File: src/rtl/chan_router.sv
// Registered NCH x W channel router: one source channel to one destination channel per cycle.
// Optional macro CHAN_ROUTER_STEP_EDGE_EN turns the step inputs into rising-edge events.
module chan_router #(
  parameter int NCH  = 4,
  parameter int W    = 4,
  parameter int HOLD = 0,
  localparam int SELW = $clog2(NCH)
) (
  input  logic              clk,
  input  logic              rst,
  input  logic              en,
  input  logic [NCH*W-1:0]  din,
  input  logic              src_step,
  input  logic              dst_step,
  input  logic              sel_load,
  input  logic [SELW-1:0]   src_val,
  input  logic [SELW-1:0]   dst_val,
  output logic [NCH*W-1:0]  dout,
  output logic [SELW-1:0]   src_sel,
  output logic [SELW-1:0]   dst_sel,
  output logic              route_valid
);

  localparam logic [SELW-1:0] MAXSEL = SELW'(NCH - 1);

  logic            src_ev;
  logic            dst_ev;
  logic [SELW-1:0] src_lim;
  logic [SELW-1:0] dst_lim;
  logic [SELW-1:0] src_inc;
  logic [SELW-1:0] dst_inc;
  logic [W-1:0]    pick;

`ifdef CHAN_ROUTER_STEP_EDGE_EN
  // Steps are sampled once, then compared against the previous sample.
  logic src_q, src_qq, dst_q, dst_qq;

  always_ff @(posedge clk) begin
    if (rst) begin
      src_q  <= 1'b0;
      src_qq <= 1'b0;
      dst_q  <= 1'b0;
      dst_qq <= 1'b0;
    end else begin
      src_q  <= src_step;
      src_qq <= src_q;
      dst_q  <= dst_step;
      dst_qq <= dst_q;
    end
  end

  assign src_ev = src_q & ~src_qq;
  assign dst_ev = dst_q & ~dst_qq;
`else
  assign src_ev = src_step;
  assign dst_ev = dst_step;
`endif

  assign src_lim = (src_val > MAXSEL) ? MAXSEL : src_val;
  assign dst_lim = (dst_val > MAXSEL) ? MAXSEL : dst_val;
  // Explicit wrap so non-power-of-two NCH never reaches an unused code.
  assign src_inc = (src_sel == MAXSEL) ? '0 : src_sel + SELW'(1);
  assign dst_inc = (dst_sel == MAXSEL) ? '0 : dst_sel + SELW'(1);

  always_comb begin
    pick = '0;
    for (int k = 0; k < NCH; k++) begin
      if (src_sel == SELW'(k)) pick = din[k*W +: W];
    end
  end

  always_ff @(posedge clk) begin
    if (rst) begin
      dout        <= '0;
      route_valid <= 1'b0;
      src_sel     <= '0;
      dst_sel     <= '0;
    end else begin
      route_valid <= en;
      for (int k = 0; k < NCH; k++) begin
        if (en && (dst_sel == SELW'(k))) begin
          dout[k*W +: W] <= pick;
        end else if (HOLD == 0) begin
          dout[k*W +: W] <= '0;
        end
      end
      if (sel_load) begin
        src_sel <= src_lim;
        dst_sel <= dst_lim;
      end else begin
        if (src_ev) src_sel <= src_inc;
        if (dst_ev) dst_sel <= dst_inc;
      end
    end
  end

endmodule

File: config.mk
export PLATFORM = sky130hd
export DESIGN_NAME = chan_router
export DESIGN_NICKNAME = d
export VERILOG_FILES = /design/src/rtl/chan_router.sv
export SDC_FILE = /design/constraint.sdc
export NUM_CORES = 1
export LEC_CHECK = 0
export ABC_AREA = 1
export BUFFER_PORTS_ARGS = -buffer_cell sky130_fd_sc_hd__buf_2
export CAP_MARGIN = 20
export CORE_UTILIZATION = 47
export DETAILED_ROUTE_END_ITERATION = 12
export MAX_ROUTING_LAYER = met4
export PLACE_DENSITY = 0.9
export SYNTH_ARGS = -nofsm -noshare
export SYNTH_HDL_FRONTEND = slang
export SYNTH_SLANG_ARGS = --single-unit
File: constraint.sdc
create_clock -name clk -period 1.95 [get_ports clk]
set_clock_uncertainty 0.1 [all_clocks]
set_input_delay 0.0975 -clock clk [delete_from_list [all_inputs] [get_ports clk]]
set_output_delay 0.0975 -clock clk [all_outputs]
set_load 0.03 [all_outputs]
== Word level (Yosys, flattened, before mapping) ==
Cells that the tools add are included.

* Add/subtract/negate cells: 2
* Magnitude comparators: 2
* Equality and inequality tests: 6
* Muxes and demuxes: 12
* Bitwise gates (word level): 4
* Reductions and logical operators: 12

{| class="wikitable"
|+ Operator list
! cell !! number
|-
| 2-to-1 mux 2 bit || 8
|-
| 2-to-1 mux 4 bit || 4
|-
| equality test 2 bit, second input constant || 4
|-
| OR reduction 2 bit || 4
|-
| adder 2 x 1 -> 2 bit, second input constant || 2
|-
| equality test 2 x 1 -> 1 bit, second input constant || 2
|-
| > comparator 2 bit, second input constant || 2
|-
| logical AND 1 bit || 4
|-
| logical NOT 2 bit || 2
|-
| NOT 1 bit || 4
|-
| nonzero test 2 bit || 2
|}

* Flip-flop bits (word level): 21
* Output and inout bits: 21
* Word-level logic and storage cells: 45

== Logic depth before layout (Yosys ltp) ==
* Depth in word-level cells: 5
* Depth in mapped cells: 7
* Depth with buffers taken out: 7

== Worst setup path after synthesis ==
OpenSTA, ideal clock, no wires.

* Path kind: register to register
* Start point: register src_sel[0]
* End point: register dout[10]
* Library setup time: 0.118 ns
* Arrival time: 1.309 ns
* Data required time: 1.732 ns
* Path slack: 0.423 ns
* Cell stages (with the launch flop): 8
* Path buffers: 1
* Cell sequence: dfxtp_1 > inv_1 > ha_1 > buf_6 > a21oi_1 > nand2_1 > nand2_2 > a21oi_1

* Cells in the longest elaborated chain, start to end: 5

{| class="wikitable"
|+ RTL lines
! what !! line !! text
|-
| from (decl) || 19 || <nowiki>output logic [SELW-1:0] src_sel,</nowiki>
|-
| from (signal assigned) || 88 || <nowiki>src_sel <= src_lim;</nowiki>
|-
| from (signal assigned) || 91 || <nowiki>if (src_ev) src_sel <= src_inc;</nowiki>
|-
| logical NOT 2 bit || 68 || <nowiki>if (src_sel == SELW'(k)) pick = din[k*W +: W];</nowiki>
|-
| 2-to-1 mux 4 bit (3 in series) || 68 ||
|-
| 2-to-1 mux 4 bit * || 68 ||
|-
| to (signal, indexed assignment) || 82 || <nowiki>dout[k*W +: W] <= pick;</nowiki>
|-
| to (decl) || 18 || <nowiki>output logic [NCH*W-1:0] dout,</nowiki>
|}

Mark *: on every way between the ends. The rest lies on a longest branch, timed or not.
A chain may end at the register's enable or synchronous reset.

== Worst setup path in the final report ==
* Start point: register dst_sel[0]
* End point: register dst_sel[0]

* Cells in the longest elaborated chain, start to end: 4

{| class="wikitable"
|+ RTL lines
! what !! line !! text
|-
| from (decl) || 20 || <nowiki>output logic [SELW-1:0] dst_sel,</nowiki>
|-
| from (signal assigned) || 89 || <nowiki>dst_sel <= dst_lim;</nowiki>
|-
| from (signal assigned) || 92 || <nowiki>if (dst_ev) dst_sel <= dst_inc;</nowiki>
|-
| adder 2 x 1 -> 2 bit or equality test 2 bit (tied branches) || 63 || <nowiki>assign dst_inc = (dst_sel == MAXSEL) ? '0 : dst_sel + SELW'(1);</nowiki>
|-
| 2-to-1 mux 2 bit * || 63 ||
|-
| 2-to-1 mux 2 bit * || 92 ||
|-
| 2-to-1 mux 2 bit * || 87 || <nowiki>if (sel_load) begin</nowiki>
|}

Mark *: on every way between the ends. The rest lies on a longest branch, timed or not. The select of a mux whose other input is x is not followed.

==> results.yml <==
place:
  post-dp-hpwl_microns: 1630
  place_inst: 183
  io_buffers: 46
  place.gp.congestion: 0.833
synthesis:
  yosys.area.top_type_share: 0.452
  synth_area_sq_um: 930
  ys_types: 14
  synthTopCellsByArea: "dfxtp_1 (45%), a21oi_1 (11%), ha_1 (11%), nand2_1 (9.3%), nand3_1 (5.9%)"
  yosysTopAreaCell: "dfxtp_1"
  ys_seq_area_frac: 0.452
  ys_ff_latch: 21
  syn_area_per_cell_sq_um: 8.15
  yosysWarnings: 0
  synthCells: 114
  synth_nets: 148
drt:
  avgViaCountPerCell: 4.77
  vias: 912
  wl_per_cell_microns: 11.0
  ant_nets: 0
  wl_met2_microns: 1160
  maxUsedRoutingLayer: "met4"
  route.met3.wl_microns: 111
  drt_first_pass_iters: 4
  drc: 0
  drt-met1-wl_microns: 814
  drtIter0Drc: 5
  totalWireLength_microns: 2100
timing:
  worst_pin_slew_ns: 0.406
  min_period_ns: 1.57
  rsz0062_at_grt: "no"
  slew_viol_final: 0
  relSlewSlack: 0.729
  tns_ns: 0
  setup_violations: 0
  period_share: 0.806
  timing.fmax_ghz: 0.636
  hold_ws_ns: 0.00935
  finalHoldViolCount: 0
clock_network:
  h-tree-depth: 1
  clkLatencyLatePin_ns: 0.29
  cts_num_sinks: 21
  root_buffer: "clkbuf_4"
  postCtsResizedCells: 0
  cts_inserted_buffers: 3
  cts_tree: "yes"
  cts_max_path_buffers: 2
  clkTransAtPathRegs_ns: 0.11
  cts_setup_buffers: 0
power_and_ir_drop:
  total_leakage_power_uw: 0.000670
  power_density_mw_per_mm2: 674
  vdd_drop_max_v: 0.000378
worst_setup_path:
  worstPathArrival_ns: 1.71
  critPathTopFamily: "buffers and inverters"
  worstPathBufferInverterCount: 1
  path_cells: "ha_1 > nor2_1 > nand3_1 > a31oi_1 > dlygate4sd3_1"
  cpMaxStageDelayCell: "dlygate4sd3_1"
  critPathMaxStageDelay_ns: 0.56
  critPathLaunchType: "flop"
  reg2reg_from: "dst_sel[0]$_SDFFE_PP0P_"
  critPathRequiredTime_ns: 2.09
  end_kind: "flop"
  crit_path_max_fanout: 6
  critical_path.startpoint: "dst_sel[0]$_SDFFE_PP0P_"
  crit_type: "flop to flop"
finish:
  fill_cells: 148
  final_nets: 201
  num_antenna_cells: 0
  layout_common_cells: "buf_2 (46), nand2_1 (23), dfxtp_1 (21), a21oi_1 (20), inv_1 (14)"
  final_common_cell: "buf_2"
  areaGrowthSynthToFinish_pct: 33.2
  drive_gt1_frac: 0.355
  fin_cells: 191
die:
  initial_core_util: 0.521
  design.core.area_sq_mm: 0.00178
  num_io_pins: 47
  die_h_microns: 46.5
  dieArea_sq_mm: 0.00216
  die_w_microns: 46.5
  row_count: 15
hold_path:
  hp-start: "src_val[0]"
  hold_class: "primary input to flop"
global_routing:
  grt_max_degree: 12
  groute.usage.overall: 0.222
  grt_pass1_vias: 851
  grt-ovfl-total: 0
  antenna_found_initial: 0
  grt_pass1_wl_microns: 3300
status:
  status: "finished clean"
job:
  cap_violations: 0
[layer usage]
| layer | vias up | track usage |
|---|---|---|
| li1 | 472 | - |
| met1 | 406 | 0.224 |
| met2 | 32 | 0.422 |
| met3 | 2 | 0.0353 |
| met4 | 0 | 0.0765 |
| met5 | - | - |
[flip-flops by register name (all words and copies together) (netlist names)]
name         count
dout            16
dst_sel          2
src_sel          2
route_valid      1
[Yosys cell counts]
library cell	number
nand2_1	23
dfxtp_1	21
a21oi_1	20
inv_1	14
nand3_1	11
ha_1	8
a21oi_2	4
nand2_2	4
nor2_1	4
a31oi_1	1
buf_4	1
buf_6	1
inv_2	1
nor2_4	1
[repair_timing]
item	4_1_cts	5_1_grt
hold buffers	4	0
endpoints found under the hold margin	3	0
endpoints found under the setup margin	0	0
[metrics by stage]
| step | setup slack [ns] | util | power, uW | instance area, sq um |
|---|---|---|---|---|
| final | 0.378 | 0.695 | 834 | 1240 |
| after global routing | 0.275 | 0.695 | 882 | 1240 |
| after detailed placement | 0.510 | 0.658 | 637 | 1170 |
| after floorplan | 0.423 | - | 579 | 930 |
| after CTS | 0.380 | 0.695 | 840 | 1240 |
| after global placement | 0.582 | 0.658 | 629 | 1170 |
[path summary, 6_finish.rpt]
check	end	slack, ns	cells past startpoint
worst max-delay path	dst_sel[0]$_SDFFE_PP0P_	0.38	5
worst min-delay path	src_sel[0]$_SDFFE_PP0P_	0.009	5
worst max register to register	dst_sel[0]$_SDFFE_PP0P_	0.38	5
worst min register to register	src_sel[1]$_SDFFE_PP0P_	0.52	4
[where the power goes]
group | internal, uW | switching, uW | total, uW
clock network | 79.5 | 121 | 200
logic | 69.4 | 111 | 180
registers | 443 | 10.5 | 454
total | 592 | 242 | 834
[final cells by class]
type / count / area [sq um] / share of cell area
clock buffers: 4 / 26.3 / 0.0212
repair buffers: 50 / 270 / 0.218
multi-input cells: 76 / 434 / 0.351
inverters: 15 / 56.3 / 0.0455
well taps: 25 / 31.3 / 0.0253
flip-flops and latches: 21 / 420 / 0.339
[tightest hold or removal path, cell delays in order]
cell and delay [ns]:
buf_2 0.08, nand2_1 0.05, nand3_1 0.07, nand2_1 0.05, inv_1 0.04
[cells by family (layout without fill, tap and decap cells)]
group / count (synthesis) / count (layout) / synth area share
and+or+nand+nor: 43 / 43 / 0.207
AOI/OAI and AO/OA: 25 / 25 / 0.152
DFF: 21 / 21 / 0.452
buffers and inverters: 17 / 69 / 0.0808
adders and majority gates: 8 / 8 / 0.108
Power figures use the tool's default switching activity.
